===== src/rtl/writeback_queue.sv =====
// ---------------------------------------------------------------------------
// writeback_queue
//   Write-back stage for the RV64 sequential core. Accepts results from the
//   ALU and from the load/store unit, formats load data by funct3 and byte
//   offset, buffers results in an in-order FIFO and drains one register-file
//   write per cycle. A pending-write vector lets decode stall on RAW hazards.
//
//   Optional feature macro: WB_FORWARD_EN
//     Adds a two-port forwarding lookup (youngest queued value for rs1/rs2).
//
// Parameters
//   DEPTH : FIFO entries (power of two, >= 2)
//   CW    : width of the occupancy count
//
// Ports
//   clk, rst                 clock, synchronous active-high reset
//   alu_valid/ready/rd/data  ALU result handshake
//   mem_valid/ready/rd/raw   load result handshake (raw aligned doubleword)
//   mem_funct3, mem_offset   load type and byte address[2:0]
//   rf_reg_write/rd_addr/rd_data  register-file write port
//   pending                  bit i set while a write to xi is queued
//   count                    current FIFO occupancy
//   fwd_rs{1,2}_addr/hit/data  forwarding lookup (WB_FORWARD_EN only)
// ---------------------------------------------------------------------------
module writeback_queue #(
  parameter int DEPTH = 4,
  parameter int CW    = $clog2(DEPTH+1)
) (
  input  logic          clk,
  input  logic          rst,
  input  logic          alu_valid,
  output logic          alu_ready,
  input  logic [4:0]    alu_rd,
  input  logic [63:0]   alu_data,
  input  logic          mem_valid,
  output logic          mem_ready,
  input  logic [4:0]    mem_rd,
  input  logic [63:0]   mem_raw,
  input  logic [2:0]    mem_funct3,
  input  logic [2:0]    mem_offset,
`ifdef WB_FORWARD_EN
  input  logic [4:0]    fwd_rs1_addr,
  input  logic [4:0]    fwd_rs2_addr,
  output logic          fwd_rs1_hit,
  output logic          fwd_rs2_hit,
  output logic [63:0]   fwd_rs1_data,
  output logic [63:0]   fwd_rs2_data,
`endif
  output logic          rf_reg_write,
  output logic [4:0]    rf_rd_addr,
  output logic [63:0]   rf_rd_data,
  output logic [31:0]   pending,
  output logic [CW-1:0] count
);

  localparam int PW = (DEPTH > 1) ? $clog2(DEPTH) : 1;

  // FIFO storage and pointers
  logic [DEPTH-1:0]       ent_vld_q,  ent_vld_d;
  logic [DEPTH-1:0][4:0]  ent_rd_q,   ent_rd_d;
  logic [DEPTH-1:0][63:0] ent_data_q, ent_data_d;
  logic [PW-1:0]          rd_ptr_q,   rd_ptr_d;
  logic [PW-1:0]          wr_ptr_q,   wr_ptr_d;
  logic [CW-1:0]          count_q,    count_d;

  logic        not_full;
  logic        mem_fire, alu_fire;
  logic        enq, deq;
  logic [4:0]  enq_rd;
  logic [63:0] enq_data;
  logic [63:0] load_data;

  // Load formatting: shift the selected byte lane down to bit 0 (bytes
  // shifted in from above bit 63 are zero), then sign/zero extend.
  function automatic logic [63:0] load_fmt(input logic [63:0] raw,
                                           input logic [2:0]  f3,
                                           input logic [2:0]  off);
    logic [63:0] sh;
    sh = raw >> {off, 3'b000};
    case (f3)
      3'b000:  return {{56{sh[7]}},  sh[7:0]};
      3'b001:  return {{48{sh[15]}}, sh[15:0]};
      3'b010:  return {{32{sh[31]}}, sh[31:0]};
      3'b100:  return {56'd0, sh[7:0]};
      3'b101:  return {48'd0, sh[15:0]};
      3'b110:  return {32'd0, sh[31:0]};
      default: return sh;  // LD and the unused 111 encoding
    endcase
  endfunction

  assign load_data = load_fmt(mem_raw, mem_funct3, mem_offset);

  // Readiness is derived from registered occupancy only; a pop in the same
  // cycle does not free a slot for the incoming result.
  assign not_full  = (count_q < CW'(DEPTH));
  assign mem_ready = !rst && not_full;
  assign alu_ready = !rst && not_full && !mem_valid;

  assign mem_fire  = mem_valid && mem_ready;
  assign alu_fire  = alu_valid && alu_ready;

  always_comb begin
    enq_rd   = alu_rd;
    enq_data = alu_data;
    if (mem_fire) begin
      enq_rd   = mem_rd;
      enq_data = load_data;
    end
  end

  // x0 results complete the handshake but never occupy a slot.
  assign enq = (mem_fire || alu_fire) && (enq_rd != 5'd0);
  assign deq = (count_q != '0);

  // Next-state: pop head, push tail. enq only happens when not full and deq
  // only when not empty, so the two never target the same slot.
  always_comb begin
    ent_vld_d  = ent_vld_q;
    ent_rd_d   = ent_rd_q;
    ent_data_d = ent_data_q;
    rd_ptr_d   = rd_ptr_q;
    wr_ptr_d   = wr_ptr_q;
    count_d    = count_q + CW'(enq) - CW'(deq);
    if (deq) begin
      ent_vld_d[rd_ptr_q] = 1'b0;
      rd_ptr_d            = rd_ptr_q + PW'(1);
    end
    if (enq) begin
      ent_vld_d[wr_ptr_q]  = 1'b1;
      ent_rd_d[wr_ptr_q]   = enq_rd;
      ent_data_d[wr_ptr_q] = enq_data;
      wr_ptr_d             = wr_ptr_q + PW'(1);
    end
  end

  always_ff @(posedge clk) begin
    if (rst) begin
      ent_vld_q  <= '0;
      ent_rd_q   <= '0;
      ent_data_q <= '0;
      rd_ptr_q   <= '0;
      wr_ptr_q   <= '0;
      count_q    <= '0;
    end else begin
      ent_vld_q  <= ent_vld_d;
      ent_rd_q   <= ent_rd_d;
      ent_data_q <= ent_data_d;
      rd_ptr_q   <= rd_ptr_d;
      wr_ptr_q   <= wr_ptr_d;
      count_q    <= count_d;
    end
  end

  assign count = count_q;

  // Head of the queue drives the register file whenever it is non-empty.
  always_comb begin
    rf_reg_write = 1'b0;
    rf_rd_addr   = 5'd0;
    rf_rd_data   = 64'd0;
    if (!rst && deq) begin
      rf_reg_write = 1'b1;
      rf_rd_addr   = ent_rd_q[rd_ptr_q];
      rf_rd_data   = ent_data_q[rd_ptr_q];
    end
  end

  // Pending vector: OR of one-hot rd decodes of all live entries.
  always_comb begin
    pending = 32'd0;
    if (!rst) begin
      for (int i = 0; i < DEPTH; i++) begin
        if (ent_vld_q[i]) pending[ent_rd_q[i]] = 1'b1;
      end
    end
    pending[0] = 1'b0;
  end

`ifdef WB_FORWARD_EN
  // Walk entries from oldest to youngest so the last match wins.
  always_comb begin
    logic [PW-1:0] idx;
    fwd_rs1_hit  = 1'b0;
    fwd_rs2_hit  = 1'b0;
    fwd_rs1_data = 64'd0;
    fwd_rs2_data = 64'd0;
    idx          = '0;
    for (int k = 0; k < DEPTH; k++) begin
      idx = rd_ptr_q + PW'(k);
      if (CW'(k) < count_q) begin
        if (fwd_rs1_addr != 5'd0 && ent_rd_q[idx] == fwd_rs1_addr) begin
          fwd_rs1_hit  = 1'b1;
          fwd_rs1_data = ent_data_q[idx];
        end
        if (fwd_rs2_addr != 5'd0 && ent_rd_q[idx] == fwd_rs2_addr) begin
          fwd_rs2_hit  = 1'b1;
          fwd_rs2_data = ent_data_q[idx];
        end
      end
    end
  end
`endif

endmodule


===== config.mk =====
export PLATFORM = sky130hd
export DESIGN_NAME = writeback_queue
export DESIGN_NICKNAME = d
export VERILOG_FILES = /design/src/rtl/writeback_queue.sv
export SDC_FILE = /design/constraint.sdc
export NUM_CORES = 1
export LEC_CHECK = 0
export BUFFER_PORTS_ARGS = -buffer_cell sky130_fd_sc_hd__buf_4
export CAP_MARGIN = 25
export CELL_PAD_IN_SITES_DETAIL_PLACEMENT = 0
export CELL_PAD_IN_SITES_GLOBAL_PLACEMENT = 2
export CORE_AREA = 3 3 236 238
export DETAILED_ROUTE_END_ITERATION = 16
export DIE_AREA = 0 0 239 241
export PLACE_DENSITY = 0.7
export SYNTH_ARGS = -nofsm -noshare
export SYNTH_HDL_FRONTEND = slang
export SYNTH_SLANG_ARGS = --single-unit

===== constraint.sdc =====
create_clock -name clk -period 3.5 [get_ports clk]
set_clock_uncertainty 0.05 [all_clocks]
set_input_delay 0.525 -clock clk [delete_from_list [all_inputs] [get_ports clk]]
set_output_delay 0.525 -clock clk [all_outputs]
set_load 0.05 [all_outputs]

==> impl_metrics.tcl, run 1 <==
set metrics [dict create \
    status "complete, no violations" \
    wl_per_cell_um 22.8 \
    synth_seq_cells 287 \
    grt_pass1_vias 14900 \
    crit_path_end_kind "output port" \
    grt_start_max_net_pins 247 \
    startpoint_type "flop" \
    drive_gt1_frac 0.234 \
    hold_path_class "in2reg" \
    pin_count 255 \
    seq_area_frac_synth 0.357 \
    post_synth.cell_area_avg_um2 8.71 \
    finalSetupViolations 0 \
    dp.cells 2661 \
    layout_min_cycle_time_ps 2920 \
    core_um2 53800 \
    grt_pass1_wl_um 93900 \
    via_per_inst 5.47 \
    synth-edff-count 0 \
    clk_path_buf_depth 3 \
    wl_met1_um 28700 \
    antenna_found_initial 0 \
    cp_max_fo 8 \
    synthFlopType "dfxtp_1" \
    synthXorXnorAreaFrac 0.00218 \
    clock_latency_ps 520 \
    crit_type "reg2out" \
    wl_met3_um 3310 \
    synth_top_family_by_area "simple AND/OR/NAND/NOR gates" \
    synth_compound_area_frac 0.179 \
    hold_buffers 0 \
    hold_violations 0 \
    synth_fa_ha_area_frac 0.00901 \
    synth_cell_type_count 51 \
    cts.clk_slew.worst_paths_ps 60 \
    synthCells 1849 \
    stdcell_count 2724 \
    synthMuxAreaShare 0.151 \
    synth_top_area_share 0.357 \
    cp_data_arrival_time_ps 2350 \
    wl_um 62100 \
    fmax_mhz 342 \
    cts_sinks 287 \
    yosys.area.top_type "dfxtp_1" \
    top_layer "met4" \
    critical-path-slowest-cell "nor2_1" \
    final_util 0.368 \
    drv_slew 0 \
    via_count 14900 \
    synthTopCellsByArea "dfxtp_1 36%, mux4_2 12%, nand3b_1 11%" \
    tightest_slew_ps 941 \
    cp_slowest_stage_delay_ps 630 \
    dr_wl_met2_um 29300 \
    p_leak_nw 7.19 \
    start_util 0.299 \
    place_congestion 0.833 \
    power_density_nw_per_um2 538 \
    numCtsBuffers 35 \
    drtAntennaViolNets 0 \
    dp_hpwl_um 43500 \
    h-tree-depth 2 \
    cts-root-buf "clkbuf_16" \
    drc 0 \
    critPathBufInv 1 \
    drt-pass1-iter-count 5 \
    cts_setup_buffers 0 \
    rows 85 \
    syn_to_final_growth_pct 23.1 \
    yosys.area_share.simple 0.247 \
    cpLargestDelayFamily "simple AND/OR/NAND/NOR gates" \
    synth_warnings 0 \
    synth-async-reset-ratio 0 \
    drv_cap 0 \
    initialDrtViolationCount 1240 \
    rsz0062_at_grt "false" \
    port_buffers 253 \
    cts.repair.resized 0 \
    netlist_area_um2 16100 \
    vdd_ir_drop_max_mv 0.253 \
    crit_required_ps 2920 \
    max_slew_margin 0.373 \
    r2r_slack_ps 770 \
    die_h_um 241 \
    cts_tree "done" \
    die_area_um2 57600 \
    fin_crit_sh 0.835 \
    fin_tns_setup_ps 0 \
    path_cells "nand2_1, nor2_1, a22oi_1, a21oi_1, buf_4" \
    syn_nets 2008 \
    fp.dieW_um 239 \
    layout.nets 2161 \
    grt_util_all_layers 0.211 \
    grt_overflow 0 \
]
## area by class of cell
| type | instances | area, um^2 |
|---|---|---|
| clock buffers | 55 | 1080 |
| fillers | 5499 | 34000 |
| diodes | 1 | 2.50 |
| well taps | 696 | 871 |
| flip-flops and latches | 287 | 5750 |
| multi-input cells | 1359 | 9500 |
| repair buffers | 302 | 2460 |
| clock inverters | 7 | 85.1 |
| inverters | 17 | 63.8 |
## layer usage
layer	GRT usage	vias up
met5	0	-
met4	0.0374	0
met3	0.0294	58
met2	0.349	519
met1	0.297	7303
li1	-	7017
## power breakdown
part | leakage (nW) | switching (mW) | internal [mW]
Sequential | 2.33 | 0.267 | 3.52
Clock | 0.579 | 1.40 | 2.27
Combinational | 4.28 | 1.94 | 1.26
Total | 7.19 | 3.60 | 7.05
## per-stage QoR
step | setup WS, ps | total power, mW | hold slack, ps | cell area (um^2)
4_1_cts | 521 | 10.8 | 370 | 19800
6_report | 578 | 10.7 | 399 | 19800
5_1_grt | 446 | 11.2 | 427 | 19800
3_5_place_dp | 350 | 7.11 | 419 | 18600
3_3_place_gp | 374 | 7.09 | 411 | 18600
2_1_floorplan | 219 | 5.87 | 399 | 16100
## state kept, by name, indices dropped and copies added, names as in the netlist
signal and count:
ent_data_q 256, ent_rd_q 20, ent_vld_q 4, count 3, rd_ptr_q 2, wr_ptr_q 2
## logic make-up after synthesis
| family | after synthesis |
|---|---|
| multiplexers | 136 |
| AO/OA/AOI/OAI | 483 |
| XOR/XNOR | 4 |
| flip-flops | 287 |
| other | 1 |
| buffers and inverters | 203 |
| adder cells (fa/ha/maj) | 11 |
| AND/OR/NAND/NOR | 724 |
## worst paths after layout
| kind | start | end | cells past startpoint |
|---|---|---|---|
| worst max-delay path | ent_vld_q[3] | pending[2] | 5 |
| worst min-delay path | alu_data[27] | ent_data_q[219] | 5 |
| worst max register to register | count[2] | ent_data_q[136] | 8 |
| worst min register to register | ent_data_q[222] | ent_data_q[222] | 2 |
## worst reg2reg max path, delay by kind of cell, from the launching register on
kind                   cells  cell delay, ps
AND/OR/NAND/NOR            3             890
buffers and inverters      2             500
AO/OA/AOI/OAI              2             460
multiplexers               1             390
flip-flops                 1             340
## Yosys cell counts (all sizes together), types with 3 or more instances
| master | count |
|---|---|
| a22oi | 38 |
| inv | 17 |
| mux2 | 12 |
| o21ai | 268 |
| a311o | 8 |
| nor2 | 228 |
| o22ai | 21 |
| a211oi | 65 |
| and3 | 7 |
| nand3 | 9 |
| a21oi | 44 |
| nor2b | 10 |
| and4 | 3 |
| a211o | 4 |
| a31o | 6 |
| nor3b | 17 |
| or2 | 5 |
| mux4 | 84 |
| nor3 | 16 |
| and2 | 80 |
| or3b | 3 |
| a221oi | 15 |
| o211ai | 6 |
| buf | 71 |
| dfxtp | 287 |
| mux2i | 40 |
| nand3b | 229 |
| xnor2 | 3 |
| ha | 10 |
| nand2 | 112 |
| clkbuf | 115 |
## cells in the final DEF, fill, tap and decap left out, drive strengths merged, types with 10 or more instances in the layout
cell,count
nor2,228
a21oi,44
mux2i,40
ha,10
a221oi,15
nand2,112
nor3,16
dfxtp,287
mux4,84
nor2b,10
nand3b,229
inv,17
a211oi,65
o22ai,21
nor3b,17
buf,301
clkbuf,56
mux2,12
and2,80
o21ai,268
a22oi,38
(Power assumes the default switching activity.)
==> run 2: changes to the inputs <==
==> config.mk (replaced) <==
export PLATFORM = sky130hd
export DESIGN_NAME = writeback_queue
export DESIGN_NICKNAME = d
export VERILOG_FILES = /design/src/rtl/writeback_queue.sv
export SDC_FILE = /design/constraint.sdc
export NUM_CORES = 1
export LEC_CHECK = 0
export ABC_AREA = 1
export BUFFER_PORTS_ARGS = -buffer_cell sky130_fd_sc_hd__buf_4
export CAP_MARGIN = 25
export CELL_PAD_IN_SITES_DETAIL_PLACEMENT = 0
export CELL_PAD_IN_SITES_GLOBAL_PLACEMENT = 2
export CORE_AREA = 3 3 248 250
export DETAILED_ROUTE_END_ITERATION = 16
export DIE_AREA = 0 0 251 253
export PLACE_DENSITY = 0.78
export SYNTH_ARGS = -nofsm -noshare
export SYNTH_HDL_FRONTEND = slang
export SYNTH_SLANG_ARGS = --single-unit
==> constraint.sdc (replaced) <==
create_clock -name clk -period 2.9 [get_ports clk]
set_clock_uncertainty 0.05 [all_clocks]
set_input_delay 0.435 -clock clk [delete_from_list [all_inputs] [get_ports clk]]
set_output_delay 0.435 -clock clk [all_outputs]
set_load 0.05 [all_outputs]
==> impl_metrics.tcl, run 2 <==
set metrics [dict create \
    drt-pass1-iter-count 5 \
    dp.cells 3897 \
    clock_latency_ps 540 \
    startpoint_type "flop" \
    power_density_nw_per_um2 743 \
    grt_use_met1 0.292 \
    cp_data_arrival_time_ps 2300 \
    hold_violations 0 \
    met2_usage 0.376 \
    syn_nets 3147 \
    drtAntennaViolNets 0 \
    crit_required_ps 2410 \
    numCtsBuffers 37 \
    cp-startpoint "rd_ptr_q[1]" \
    synth_seq_cells 287 \
    cts-root-buf "clkbuf_16" \
    cts.clk_slew.worst_paths_ps 50 \
    power_mw 16.3 \
    worstHoldStart "alu_data[13]" \
    grt_overflow 0 \
    wl_um 72800 \
    synthFlopType "dfxtp_1" \
    grtUsageMet3 0.0275 \
    rsz0062_at_grt "false" \
    die_h_um 253 \
    layout.nets 3323 \
    drv_slew 0 \
    final_common_cell "nand2_1" \
    hold_path_class "in2reg" \
    synth_warnings 0 \
    status "complete, no violations" \
    h-tree-depth 2 \
    synth_most_common_cell "nand2_1" \
    largest_register_ffs 256 \
    final_cell_mix "920 x nand2_1, 427 x a21oi_1, 343 x inv_1" \
    grt_pass1_vias 18500 \
    rows 89 \
    fmax_mhz 359 \
    synth-async-reset-ratio 0 \
    hold_buffers 0 \
    largest-register "ent_data_q" \
    p_leak_nw 10.3 \
    grt_util_all_layers 0.221 \
    initialDrtViolationCount 1155 \
    fp.dieW_um 251 \
    die_area_um2 63500 \
    r2r_start "count[2]" \
    core_um2 59200 \
    tightest_slew_ps 778 \
    grt_pass1_wl_um 110000 \
    clk_path_buf_depth 3 \
    drive_gt1_frac 0.159 \
    via_per_inst 4.93 \
    crit_path_end_kind "output port" \
    busiest_layer "met2" \
    nFillCells 6533 \
    syn_to_final_growth_pct 23.3 \
    cts_tree "done" \
    max_slew_margin 0.482 \
    synthTopCellsByCount "920 x nand2_1, 450 x a21oi_1, 344 x inv_1" \
    wl_per_cell_um 18.4 \
    synth_cell_type_count 37 \
    via_count 19500 \
    synth_top_area_share 0.324 \
    port_buffers 253 \
    synthTopCellsByArea "dfxtp_1 32%, nand2_1 19%, a21oi_1 13%" \
    reg_top3 "ent_data_q (256), ent_rd_q (20), ent_vld_q (4)" \
    drc 0 \
    stdcell_count 3959 \
    dp_hpwl_um 49400 \
    seq_area_frac_synth 0.324 \
    cts_sinks 287 \
    vdd_ir_drop_max_mv 0.348 \
    netlist_area_um2 17700 \
    layout_min_cycle_time_ps 2780 \
    drv_cap 0 \
    num_antenna_cells 0 \
    fin_crit_sh 0.960 \
    setup_ws_ps 116 \
    place_congestion 0.874 \
    finalSetupViolations 0 \
    cp_max_fo 48 \
    pre_cts_slack_ps 149 \
    crit_type "reg2out" \
    whs_ps 272 \
    yosys.area.top_type "dfxtp_1" \
    grt_start_max_net_pins 107 \
    synthCells 2988 \
    antenna_found_initial 0 \
    start_util 0.299 \
    post_synth.cell_area_avg_um2 5.94 \
    synth-edff-count 0 \
    pin_count 255 \
]
-- run 2: per-stage QoR --
step | setup TNS (ps) | utilization | instance area, um^2
6_report | 0 | 0.369 | 21900
5_1_grt | 0 | 0.369 | 21900
4_1_cts | 0 | 0.368 | 21800
3_5_place_dp | 0 | 0.349 | 20700
3_3_place_gp | 0 | 0.349 | 20700
2_1_floorplan | -1950 | - | 17900
-- run 2: report_power, final --
| group | leakage [nW] | internal, mW | switching [mW] |
|---|---|---|---|
| Clock | 0.554 | 2.62 | 1.78 |
| Combinational | 7.44 | 2.15 | 5.02 |
| Sequential | 2.34 | 4.44 | 0.252 |
-- run 2: cell families after synthesis --
logic type | share of synthesized area
buf+inv | 0.135
simple gates | 0.332
other cells | 0.000211
flops | 0.324
fa+ha+maj | 0.00818
xor+xnor | 0.000494
compound gates | 0.200
-- run 2: final timing paths --
kind | to | slack, ps | cells after the start
max | rf_rd_data[34] | 120 | 5
min reg2reg | ent_data_q[7] | 420 | 2
max reg2reg | count[2] | 350 | 16
min | ent_data_q[205] | 270 | 5
-- run 2: critical path: stages, from the launching register on --
cell and delay [ps]:
dfxtp_4 340, buf_4 360, a21oi_1 200, o21ai_0 140, a21oi_1 410, buf_4 280
-- run 2: layer usage --
metal / part of all wire / up-vias
li1: - / 9817
met1: 0.45 / 9080
met2: 0.47 / 526
met3: 0.044 / 92
met4: 0.031 / 0
met5: 0 / -
-- run 2: area by class of cell --
class	instances	area [um^2]	share of cell area
clock buffer	54	1060	0.0485
tap	773	967	0.0442
clock inverter	7	77.6	0.00355
inverter	356	1350	0.0617
sequential	287	5760	0.263
timing repair buffer	346	2850	0.130
multi-input combinational	2136	9800	0.448
-- run 2: timing repair --
item,4_1_cts,5_1_grt
setup endpoints to repair,3,21
gates resized for setup,1,9
hold endpoints to repair,0,0
buffers inserted,0,1
